--- src/rtl/lgn_pixel_loader.sv ---
// Pixel-stream front end for the logic-gate-network classifier: thermometer-codes
// each pixel, packs two per byte for the shift-in port, then times the settle window.
module lgn_pixel_loader #(
  parameter int PIXELS        = 256,
  parameter int T0            = 51,
  parameter int T1            = 102,
  parameter int T2            = 153,
  parameter int T3            = 204,
  parameter int SETTLE_CYCLES = 4
) (
  input  logic       i_clk,
  input  logic       i_reset,
  input  logic [7:0] i_pix_data,
  input  logic       i_pix_valid,
  output logic       o_pix_ready,
  output logic [7:0] o_byte_out,
  output logic       o_byte_we,
  output logic       o_frame_done,
  output logic       o_result_valid,
  output logic       o_busy
);

  // state    | meaning
  // S_LOAD   | accepting pixels of the current frame
  // S_SETTLE | frame fully shifted in, waiting for classifier logic to settle
  // S_VALID  | classifier result valid; next pixel starts a new frame
  typedef enum logic [1:0] {S_LOAD, S_SETTLE, S_VALID} state_t;

  localparam int CW = $clog2(PIXELS);
  localparam int SW = $clog2(SETTLE_CYCLES + 1);

  state_t        r_state, w_state_nxt;
  logic [CW-1:0] r_count, w_count_nxt;
  logic [3:0]    r_even, w_even_nxt;
  logic [SW-1:0] r_settle, w_settle_nxt;
  logic [7:0]    r_byte, w_byte_nxt;
  logic          r_we, w_we_nxt;
  logic          r_fd, w_fd_nxt;
  logic          r_rv, w_rv_nxt;
  logic          r_busy, w_busy_nxt;
  logic          w_xfer;
  logic          w_last;
  logic [3:0]    w_therm;

  assign w_therm = {i_pix_data > 8'(T3), i_pix_data > 8'(T2),
                    i_pix_data > 8'(T1), i_pix_data > 8'(T0)};

  assign o_pix_ready = !i_reset && (r_state != S_SETTLE);
  assign w_xfer      = i_pix_valid && o_pix_ready;
  assign w_last      = (r_count == CW'(PIXELS - 1));

  always_comb begin
    w_state_nxt  = r_state;
    w_count_nxt  = r_count;
    w_even_nxt   = r_even;
    w_settle_nxt = r_settle;
    w_byte_nxt   = r_byte;
    w_we_nxt     = 1'b0;
    w_fd_nxt     = 1'b0;
    w_rv_nxt     = r_rv;
    case (r_state)
      S_LOAD, S_VALID: begin
        if (w_xfer) begin
          w_state_nxt = S_LOAD;
          w_rv_nxt    = 1'b0;
          w_count_nxt = w_last ? '0 : r_count + 1'b1;
          if (!r_count[0]) begin
            w_even_nxt = w_therm;
          end else begin
            w_byte_nxt = {r_even, w_therm};
            w_we_nxt   = 1'b1;
          end
          // PIXELS is even, so the last pixel always completes a byte
          if (w_last) begin
            w_state_nxt  = S_SETTLE;
            w_settle_nxt = SW'(SETTLE_CYCLES);
            w_fd_nxt     = 1'b1;
          end
        end
      end
      S_SETTLE: begin
        if (r_settle == '0) begin
          w_state_nxt = S_VALID;
          w_rv_nxt    = 1'b1;
        end else begin
          w_settle_nxt = r_settle - 1'b1;
        end
      end
      default: w_state_nxt = S_LOAD;
    endcase
    w_busy_nxt = ((w_state_nxt == S_LOAD) && (w_count_nxt != '0)) ||
                 (w_state_nxt == S_SETTLE);
  end

  always_ff @(posedge i_clk) begin
    if (i_reset) begin
      r_state  <= S_LOAD;
      r_count  <= '0;
      r_even   <= '0;
      r_settle <= '0;
      r_byte   <= '0;
      r_we     <= 1'b0;
      r_fd     <= 1'b0;
      r_rv     <= 1'b0;
      r_busy   <= 1'b0;
    end else begin
      r_state  <= w_state_nxt;
      r_count  <= w_count_nxt;
      r_even   <= w_even_nxt;
      r_settle <= w_settle_nxt;
      r_byte   <= w_byte_nxt;
      r_we     <= w_we_nxt;
      r_fd     <= w_fd_nxt;
      r_rv     <= w_rv_nxt;
      r_busy   <= w_busy_nxt;
    end
  end

  assign o_byte_out     = r_byte;
  assign o_byte_we      = r_we;
  assign o_frame_done   = r_fd;
  assign o_result_valid = r_rv;
  assign o_busy         = r_busy;

endmodule

--- config.mk ---
export PLATFORM = sky130hd
export DESIGN_NAME = lgn_pixel_loader
export DESIGN_NICKNAME = d
export VERILOG_FILES = /design/src/rtl/lgn_pixel_loader.sv
export SDC_FILE = /design/constraint.sdc
export NUM_CORES = 1
export LEC_CHECK = 0
export CAP_MARGIN = 10
export CORE_MARGIN = 4
export CORE_UTILIZATION = 30
export CTS_BUF_LIST = sky130_fd_sc_hd__clkbuf_4 sky130_fd_sc_hd__clkbuf_8 sky130_fd_sc_hd__clkbuf_16
export DETAILED_ROUTE_END_ITERATION = 16
export SLEW_MARGIN = 20
export SYNTH_ARGS = -nofsm -noshare
export SYNTH_HDL_FRONTEND = slang
export SYNTH_SLANG_ARGS = --single-unit
export TNS_END_PERCENT = 20
--- constraint.sdc ---
create_clock -name i_clk -period 3 [get_ports i_clk]
set_input_delay 0.6 -clock i_clk [delete_from_list [all_inputs] [get_ports i_clk]]
set_output_delay 0.6 -clock i_clk [all_outputs]
set_load 0.02 [all_outputs]
==> impl_metrics.yaml <==
die:
  rows: 24
  core_mm2: 0.00435
  die_x_um: 75.2
  dieArea_mm2: 0.00566
  top_level_ports: 24
  start_util: 0.311
  dieHeight_um: 75.2
worst_setup_path:
  critPathLaunchType: "input port"
  worst-endpoint-required_ns: 2.40
  worst-setup-path-type: "input port to primary output"
  timing.rr.start: "r_count[0]"
  worst-path-max-fanout: 5
  timing.reg2reg.setup_slack_ns: 0.97
  worst_reg2reg_path_depth: 7
  worstReg2RegEnd: "o_busy"
  end_point_of_the_critical_path: "o_pix_ready"
  end_kind: "primary output"
  cp.arrival_ns: 1.85
  worst_setup_path_startpoint: "i_reset"
sta:
  worst_pin_slew_ns: 0.428
  maxSlewHeadroom: 0.714
  drv_slew: 0
  finalCriticalPeriod_ns: 2.45
  final_hold_viol_count: 0
  post-route-period-util: 0.815
  tns_ns: 0
  final-setup-viol-count: 0
  fmax_mhz: 409
  grt_setup_unrepaired: "no"
  fin_worst_skew_ns: 0.00429
yosys:
  ys_warn_count: 0
  yosys-mux-area-fraction: 0
  synthTopCellsByArea: "dfxtp_1 (43%), a21oi_1 (5.9%), nand2_1 (5.8%)"
  syn-mean-instance-area_um2: 8.47
  synth_nets: 174
  post_synth_and_or_nand_nor_area_fraction: 0.270
  synthDominantAreaCellType: "dfxtp_1"
  synth_compound_area_frac: 0.210
  netlist.area_leader.share: 0.428
  post_synth_inst_count: 160
  postSynthRegisterBits: 29
  synth.lib_cells_used.distinct: 42
  synth_top_family_by_area: "simple AND/OR/NAND/NOR gates"
  synth_adder_area_share: 0.0277
  synth.yosys.seq_area_share: 0.428
  synth_xor_xnor_area_share: 0.0379
  synthesis.area_mm2: 0.00136
placement:
  placedCellCount: 234
  number_of_input_and_output_port_buffers_inserted: 23
  placedInstanceArea_mm2: 0.00166
  detailed_place_hpwl_um: 2120
  finalWeightedCongestion: 0.787
detailed_routing:
  routed_wirelength_um: 2940
  route.vias.total: 1189
  detail_route.iter0.violations: 47
  route.detailed.wl_per_inst_um: 12.2
  vias_per_cell: 4.93
  drt.antenna.violating_nets: 0
  drc: 0
  first_pass_iters: 4
layout:
  antenna_cells_inserted: 0
  final_design_area_no_fill_mm2: 0.00175
  finalNetCount: 203
  final_layout_size_suffix_gt1_frac: 0.111
  final_cells: 241
  finish.utilization: 0.403
  syn_to_final_growth_pct: 29.4
clock_network:
  numClockSinks: 29
  cts-root-to-sink-buffers: 2
  cts_max_level: 2
  ctsRootBufferMaster: "clkbuf_8"
  post_cts.resized_instances: 0
  insertion_delay_ns: 0.28
  tritoncts: "done"
  hold_buffers: 0
  tritoncts.num_buffers: 5
  cts.reportedPaths.clkPinSlew_ns: 0.06
  post-cts-setup-buffer-count: 0
global_route:
  grt_pass1_vias: 1159
  grt_usage: 0.122
  grt_overflow_total: 0
  grt_antenna_before_repair: 0
  grt_first_pass_wirelength_um: 5170
  grt_start_max_net_pins: 19
pwr:
  total_power_mw: 0.796
  peakVddDrop_mv: 0.230
  cellPowerDensity_mw_per_mm2: 454
  power.leakage_nw: 0.635
run:
  max_cap_violations: 0
hold_path:
  worst_hold_startpoint: "o_byte_out[6]"
  worstHoldPathType: "flip-flop to flip-flop"
outcome:
  status: "complete, no violations"
==> Yosys cell counts, drive strengths merged <==
library cell,number
a31oi,3
inv,3
a311o,1
nor2,22
nor2b,4
o21ai,3
a41oi,2
a41o,1
a21oi,16
o22a,1
a21boi,1
dfxtp,29
nand3,4
nand2,22
a211oi,4
o211a,1
and2,2
xor2,3
nand3b,1
o211ai,2
and3,3
nor4,1
a21o,2
xnor2,2
or3b,1
nor3,4
a22oi,4
buf,2
or3,1
clkbuf,4
ha,3
and4,2
nor3b,2
nand2b,3
a311oi,1
==> stage by stage <==
step | hold WS, ns | worst slack, ns
5_1_grt | 0.476 | 0.478
3_3_place_gp | 0.443 | 0.545
2_1_floorplan | 0.428 | 1.07
4_1_cts | 0.458 | 0.543
6_report | 0.452 | 0.554
3_5_place_dp | 0.449 | 0.524
==> how the worst min path moves through the flow <==
stage / slack (ns) / cells after the start / endpoint
after CTS: 0.46 / 2 / o_byte_out[6]
after global placement: 0.44 / 2 / o_byte_out[7]
after detailed placement: 0.45 / 2 / o_byte_out[7]
after global routing: 0.48 / 2 / o_byte_out[3]
after floorplan: 0.43 / 2 / o_byte_out[6]
final: 0.45 / 2 / o_byte_out[6]
==> kinds of logic after synthesis <==
logic type / count (synthesis)
buf+inv: 9
simple gates: 72
compound gates: 42
fa+ha+maj: 3
flops: 29
xor+xnor: 5
==> layer usage <==
layer | wire, µm | GRT usage
met5 | 0 | 0
met4 | 80 | 0.0757
met3 | 117 | 0.0374
met2 | 1300 | 0.181
met1 | 1440 | 0.154
==> where the power goes <==
group | switching (mW) | internal [mW]
Combinational | 0.0355 | 0.0354
Clock | 0.136 | 0.190
Sequential | 0.00597 | 0.392
Total | 0.177 | 0.618
==> cell type report <==
type / count / area (µm²)
clock buffer: 7 / 90.1
fill: 459 / 2600
inverter: 3 / 11.3
multi-input combinational: 122 / 738
sequential: 29 / 581
tap: 52 / 65.1
timing repair buffer: 28 / 268
==> registers in the layout (all words and copies together), names as in the netlist <==
signal	flops
o_result_valid	1
o_byte_out	8
r_settle	3
r_even	4
r_count	8
r_state	2
o_frame_done	1
o_byte_we	1
o_busy	1
==> layout by cell type, fill, tap and decap left out, types with 4 or more instances in the layout <==
| cell | n |
|---|---|
| a22oi_1 | 4 |
| buf_4 | 5 |
| nor2b_1 | 4 |
| dfxtp_1 | 29 |
| a21oi_1 | 16 |
| clkdlybuf4s50_1 | 23 |
| clkbuf_8 | 6 |
| nor2_1 | 21 |
| nor3_1 | 4 |
| a211oi_1 | 4 |
| nand2_1 | 21 |
==> worst max-delay path: stages <==
cell             delay (ns)
clkdlybuf4s50_1        0.50
nor2_1                 0.14
clkdlybuf4s50_1        0.61
No activity file was read; power rests on OpenSTA's default activity.
